$ cat src/rtl/rev_addsub_seq.sv
// Digit-serial add/subtract unit built from reversible Peres-gate full adders.
// Processes DIGIT bits per cycle, LSB digit first, behind valid/ready handshakes.

// Peres gate: P = A, Q = A ^ B, R = (A & B) ^ C
module peres_gate (
    input  logic a_p,
    input  logic b_p,
    input  logic c_p,
    output logic p_p,
    output logic q_p,
    output logic r_p
);
    assign p_p = a_p;
    assign q_p = a_p ^ b_p;
    assign r_p = (a_p & b_p) ^ c_p;
endmodule

module rev_addsub_seq #(
    parameter int WIDTH = 8,
    parameter int DIGIT = 2
) (
    input  logic             clk,
    input  logic             rst,
    input  logic             in_valid,
    output logic             in_ready,
    input  logic             op_sub,
    input  logic [WIDTH-1:0] a,
    input  logic [WIDTH-1:0] b,
    output logic             out_valid,
    input  logic             out_ready,
    output logic [WIDTH-1:0] result,
    output logic             carry,
    output logic             zero,
    output logic             parity,
    output logic             sign,
    output logic             overflow
);
    localparam int NDIG = WIDTH / DIGIT;
    localparam int CW   = (NDIG > 1) ? $clog2(NDIG) : 1;
    localparam logic [CW-1:0] LAST = CW'(NDIG - 1);

    generate
        if ((WIDTH < 2) || ((WIDTH % DIGIT) != 0)) begin : g_bad_params
            $error("rev_addsub_seq: WIDTH must be >= 2 and a multiple of DIGIT");
        end
    endgenerate

    typedef enum logic [1:0] {
        IDLE = 2'd0,
        RUN  = 2'd1,
        DONE = 2'd2
    } state_t;

    state_t           r_state;
    logic [CW-1:0]    r_cnt;
    logic             r_c;
    logic [WIDTH-1:0] r_a;
    logic [WIDTH-1:0] r_b;
    logic [WIDTH-1:0] r_acc;
    logic             r_out_valid;
    logic [WIDTH-1:0] r_result;
    logic             r_carry;
    logic             r_zero;
    logic             r_parity;
    logic             r_sign;
    logic             r_overflow;

    logic [DIGIT:0]   w_c;
    logic [DIGIT-1:0] w_sum;
    logic [WIDTH-1:0] w_full;

    assign w_c[0] = r_c;

    // Ripple chain of DIGIT Peres full-adder cells over the low digit of the operand shifters
    generate
        for (genvar i = 0; i < DIGIT; i++) begin : g_cell
            logic w_unused_p1;
            logic w_unused_p2;
            logic w_q1;
            logic w_r1;
            logic w_r2;

            peres_gate u_pg1 (
                .a_p (r_a[i]),
                .b_p (r_b[i]),
                .c_p (1'b0),
                .p_p (w_unused_p1),
                .q_p (w_q1),
                .r_p (w_r1)
            );

            peres_gate u_pg2 (
                .a_p (w_q1),
                .b_p (w_c[i]),
                .c_p (1'b0),
                .p_p (w_unused_p2),
                .q_p (w_sum[i]),
                .r_p (w_r2)
            );

            assign w_c[i+1] = w_r1 ^ w_r2;
        end
    endgenerate

    // Sum digits enter at the top of the accumulator and shift down, so digit 0 lands at the LSB after NDIG steps
    always_comb begin
        w_full = (r_acc >> DIGIT) | (WIDTH'(w_sum) << (WIDTH - DIGIT));
    end

    // Control FSM, operand shifters, accumulator and registered result/flags
    always_ff @(posedge clk) begin
        if (rst) begin
            r_state     <= IDLE;
            r_cnt       <= '0;
            r_c         <= 1'b0;
            r_a         <= '0;
            r_b         <= '0;
            r_acc       <= '0;
            r_out_valid <= 1'b0;
            r_result    <= '0;
            r_carry     <= 1'b0;
            r_zero      <= 1'b0;
            r_parity    <= 1'b0;
            r_sign      <= 1'b0;
            r_overflow  <= 1'b0;
        end else begin
            case (r_state)
                IDLE: begin
                    if (in_valid) begin
                        r_a     <= a;
                        r_b     <= op_sub ? ~b : b;
                        r_c     <= op_sub;
                        r_cnt   <= '0;
                        r_acc   <= '0;
                        r_state <= RUN;
                    end
                end
                RUN: begin
                    r_acc <= w_full;
                    r_a   <= r_a >> DIGIT;
                    r_b   <= r_b >> DIGIT;
                    r_c   <= w_c[DIGIT];
                    r_cnt <= r_cnt + CW'(1);
                    if (r_cnt == LAST) begin
                        // On the last digit the operand MSBs sit at the top of the low digit
                        r_result    <= w_full;
                        r_carry     <= w_c[DIGIT];
                        r_zero      <= (w_full == '0);
                        r_parity    <= ^w_full;
                        r_sign      <= w_full[WIDTH-1];
                        r_overflow  <= (r_a[DIGIT-1] == r_b[DIGIT-1]) &&
                                       (w_full[WIDTH-1] != r_a[DIGIT-1]);
                        r_out_valid <= 1'b1;
                        r_cnt       <= '0;
                        r_state     <= DONE;
                    end
                end
                DONE: begin
                    if (out_ready) begin
                        r_out_valid <= 1'b0;
                        r_state     <= IDLE;
                    end
                end
                default: begin
                    r_state     <= IDLE;
                    r_cnt       <= '0;
                    r_c         <= 1'b0;
                    r_out_valid <= 1'b0;
                end
            endcase
        end
    end

    assign in_ready  = (r_state == IDLE) && !rst;
    assign out_valid = r_out_valid;
    assign result    = r_result;
    assign carry     = r_carry;
    assign zero      = r_zero;
    assign parity    = r_parity;
    assign sign      = r_sign;
    assign overflow  = r_overflow;

endmodule

$ cat config.mk
export PLATFORM = sky130hd
export DESIGN_NAME = rev_addsub_seq
export DESIGN_NICKNAME = d
export VERILOG_FILES = /design/src/rtl/rev_addsub_seq.sv
export SDC_FILE = /design/constraint.sdc
export NUM_CORES = 1
export LEC_CHECK = 0
export ABC_AREA = 0
export CAP_MARGIN = 10
export CELL_PAD_IN_SITES_DETAIL_PLACEMENT = 1
export CELL_PAD_IN_SITES_GLOBAL_PLACEMENT = 2
export CORE_MARGIN = 8
export CORE_UTILIZATION = 33
export CTS_CLUSTER_DIAMETER = 60
export CTS_CLUSTER_SIZE = 14
export DETAILED_ROUTE_END_ITERATION = 12
export GPL_ROUTABILITY_DRIVEN = 1
export PLACE_DENSITY = 0.91
export SLEW_MARGIN = 25
export SYNTH_ARGS = -nofsm -noshare
export SYNTH_HDL_FRONTEND = slang
export SYNTH_HIERARCHICAL = 1
export SYNTH_SLANG_ARGS = --single-unit
$ cat constraint.sdc
create_clock -name clk -period 3.8 [get_ports clk]
set_clock_uncertainty 0.05 [all_clocks]
set_input_delay 1.14 -clock clk [delete_from_list [all_inputs] [get_ports clk]]
set_output_delay 1.14 -clock clk [all_outputs]
set_load 0.05 [all_outputs]
==> reports/summary.md <==
## Outcome
- outcome: completed

## Logic synthesis
- per-instance average area after synthesis: 8.867 um^2
- yosys warns: 6
- post-synthesis instance area: 1933 um^2
- Post-Syn Instances: 218

## Layout
- Storage cell area: 800.8 um^2
- layout cell share with drive strength beyond 1: 8.032%
- antenna cell count: 0
- multi-input logic area: 1012 um^2
- number of fill cells: 690
- area growth from synthesis to layout: 24.47%
- leading cell types in the layout, fill and taps excluded: sky130_fd_sc_hd__dfxtp_1 (40), sky130_fd_sc_hd__clkdlybuf4s50_1 (34), sky130_fd_sc_hd__nor2_1 (31), sky130_fd_sc_hd__nand2_1 (20), sky130_fd_sc_hd__a22oi_1 (14)
- Nets: 278
- most frequent standard cell in the layout excluding fill and tap cells: sky130_fd_sc_hd__dfxtp_1

## Route
- DR WL/cell: 13.57 um
- via-per-instance ratio: 4.818
- number of antenna-violating nets in the routed design: 0
- DRC viols: 0
- Detailed Route Iter0 Violations: 94
- length of the first detailed-routing pass in iterations: 4
- via count: 1,561
- drt total wl: 4.396 mm

## Floorplanning
- number of ports placed on the die boundary: 36
- starting density of the core: 33.44%
- CORE AREA: 5781 um^2
- Rows: 28
- die extent in x: 92.54 um
- die extent in y: 92.54 um
- Die ar.: 8563 um^2

## Pwr
- VDD IR-drop max: 0.0001312 V
- power density normalized to cell area: 380.7 nW/um^2
- overall power of the completed layout: 0.0009161 W
- Leakage: 0.8887 nW

## Global routing
- highest-utilization routing layer at the global route stage: met2
- overflow left after global routing: 0
- global-route track usage on met2: 18.06%
- met3 usage in global routing: 1.861%
- vias in the first global route: 1,686
- maximum number of pins on one net before global-route repair: 41
- aggregate global-route resource usage: 10.96%
- number of antenna violations at the first check in global routing: 0
- met1 Use GR: 13.72%
- global-route wire length before repair: 7.693 mm

## STA
- unrepaired setup endpoints after global routing: no
- relative slew slack: 50.60%
- Final Slew Violations: 0
- setup tns final: 0 ns
- worst hold slack across all endpoints: 0.4070 ns
- ratio of final minimum period to clock period: 85.41%
- number of setup violations in the final report: 0
- maximum operating frequency: 308.1 MHz
- Final Critical Period: 3.246 ns
- hold violation total from the final report: 0
- measured slew at the worst slew-check pin: 0.7382 ns

## Place
- Placer Congestion: 0.7835
- Port Buffer Count: 35
- HPWL reported at the end of detailed placement: 3.163 mm

## Clocking
- # clock sinks: 40
- insertion delay to the later sink of the worst-skew pair: 0.29 ns
- setup repair bufs after CTS: 0
- worst-case clock buffer depth: 2
- CTS-repair resized insts: 0
- number of hold buffers added after cts: 0
- clock tree from TritonCTS: built
- clock transition at the registers of the reported paths: 0.07 ns
- clock tree root driver cell: sky130_fd_sc_hd__clkbuf_8
- number of buffers created by CTS: 5
- H-tree depth: 2

## Job
- max cap viols: 0

## Worst setup path
- path depth of the worst reg2reg path: 10
- crit path max fanout: 2
- arrival time of the worst setup path: 2.06 ns
- slowest cell delay on critical path: 0.42 ns
- highest-delay cell along the critical path: sky130_fd_sc_hd__clkdlybuf4s50_1
- Critical Path Start Type: primary input
- critical path cell sequence: clkdlybuf4s50_1 -> nor3_1 -> buf_12
- WP data required: 2.61 ns
- category of the most critical setup path: primary input to output pin
- type of element capturing the critical path: output pin

## Min path
- worst hold stages: 2
- class of the most critical hold timing path: flip-flop to flip-flop

## critical path: cells and delay by family
family,cells,cell delay (ns)
buffers and inverters,2,0.61
and+or+nand+nor,1,0.31
## where the power goes
part           internal, W  total [W]  leakage (nW)  switching [W]
registers         0.000439   0.000456         0.326      0.0000173
clock network     0.000148   0.000289        0.0455       0.000141
logic            0.0000838   0.000170         0.517      0.0000867
## sequential cells by signal (all words and copies together) (netlist names)
register / cells
result: 8
zero: 1
overflow: 1
carry: 1
r_acc: 6
r_a: 8
r_b: 8
r_c: 1
r_state: 2
parity: 1
out_valid: 1
r_cnt: 2
## layer usage
metal	up-vias	share of wire (%)	wire length, um
met5	-	0	0
met4	0	2.1	91
met3	7	2.8	123
met2	24	48	2128
met1	739	47	2052
li1	791	-	-
## path summary, 6_finish.rpt
kind,slack [ns],endpoint,start
min reg2reg,0.41,zero,zero
max,0.55,in_ready,rst
max reg2reg,1.35,parity,r_a[0]
min,0.41,zero,zero
## stage by stage
stage          utilization (%)  setup slack [ns]  std cells  instance area, um^2
3_5_place_dp             40.06            0.5591        316                 2316
5_1_grt                  41.62            0.5178        324                 2406
3_3_place_gp             40.06            0.5979        316                 2316
2_1_floorplan                -            0.2098        221                 1944
4_1_cts                  41.62            0.5555        324                 2406
6_report                 41.62            0.5543        324                 2406
## cell type report
type	count	share of cell area, %
clock buffers	8	3.744
inverters	9	1.404
multi-input cells	155	42.07
flip-flops and latches	40	33.28
well taps	75	3.900
repair buffers	37	15.60
(Power assumes the default switching activity.)
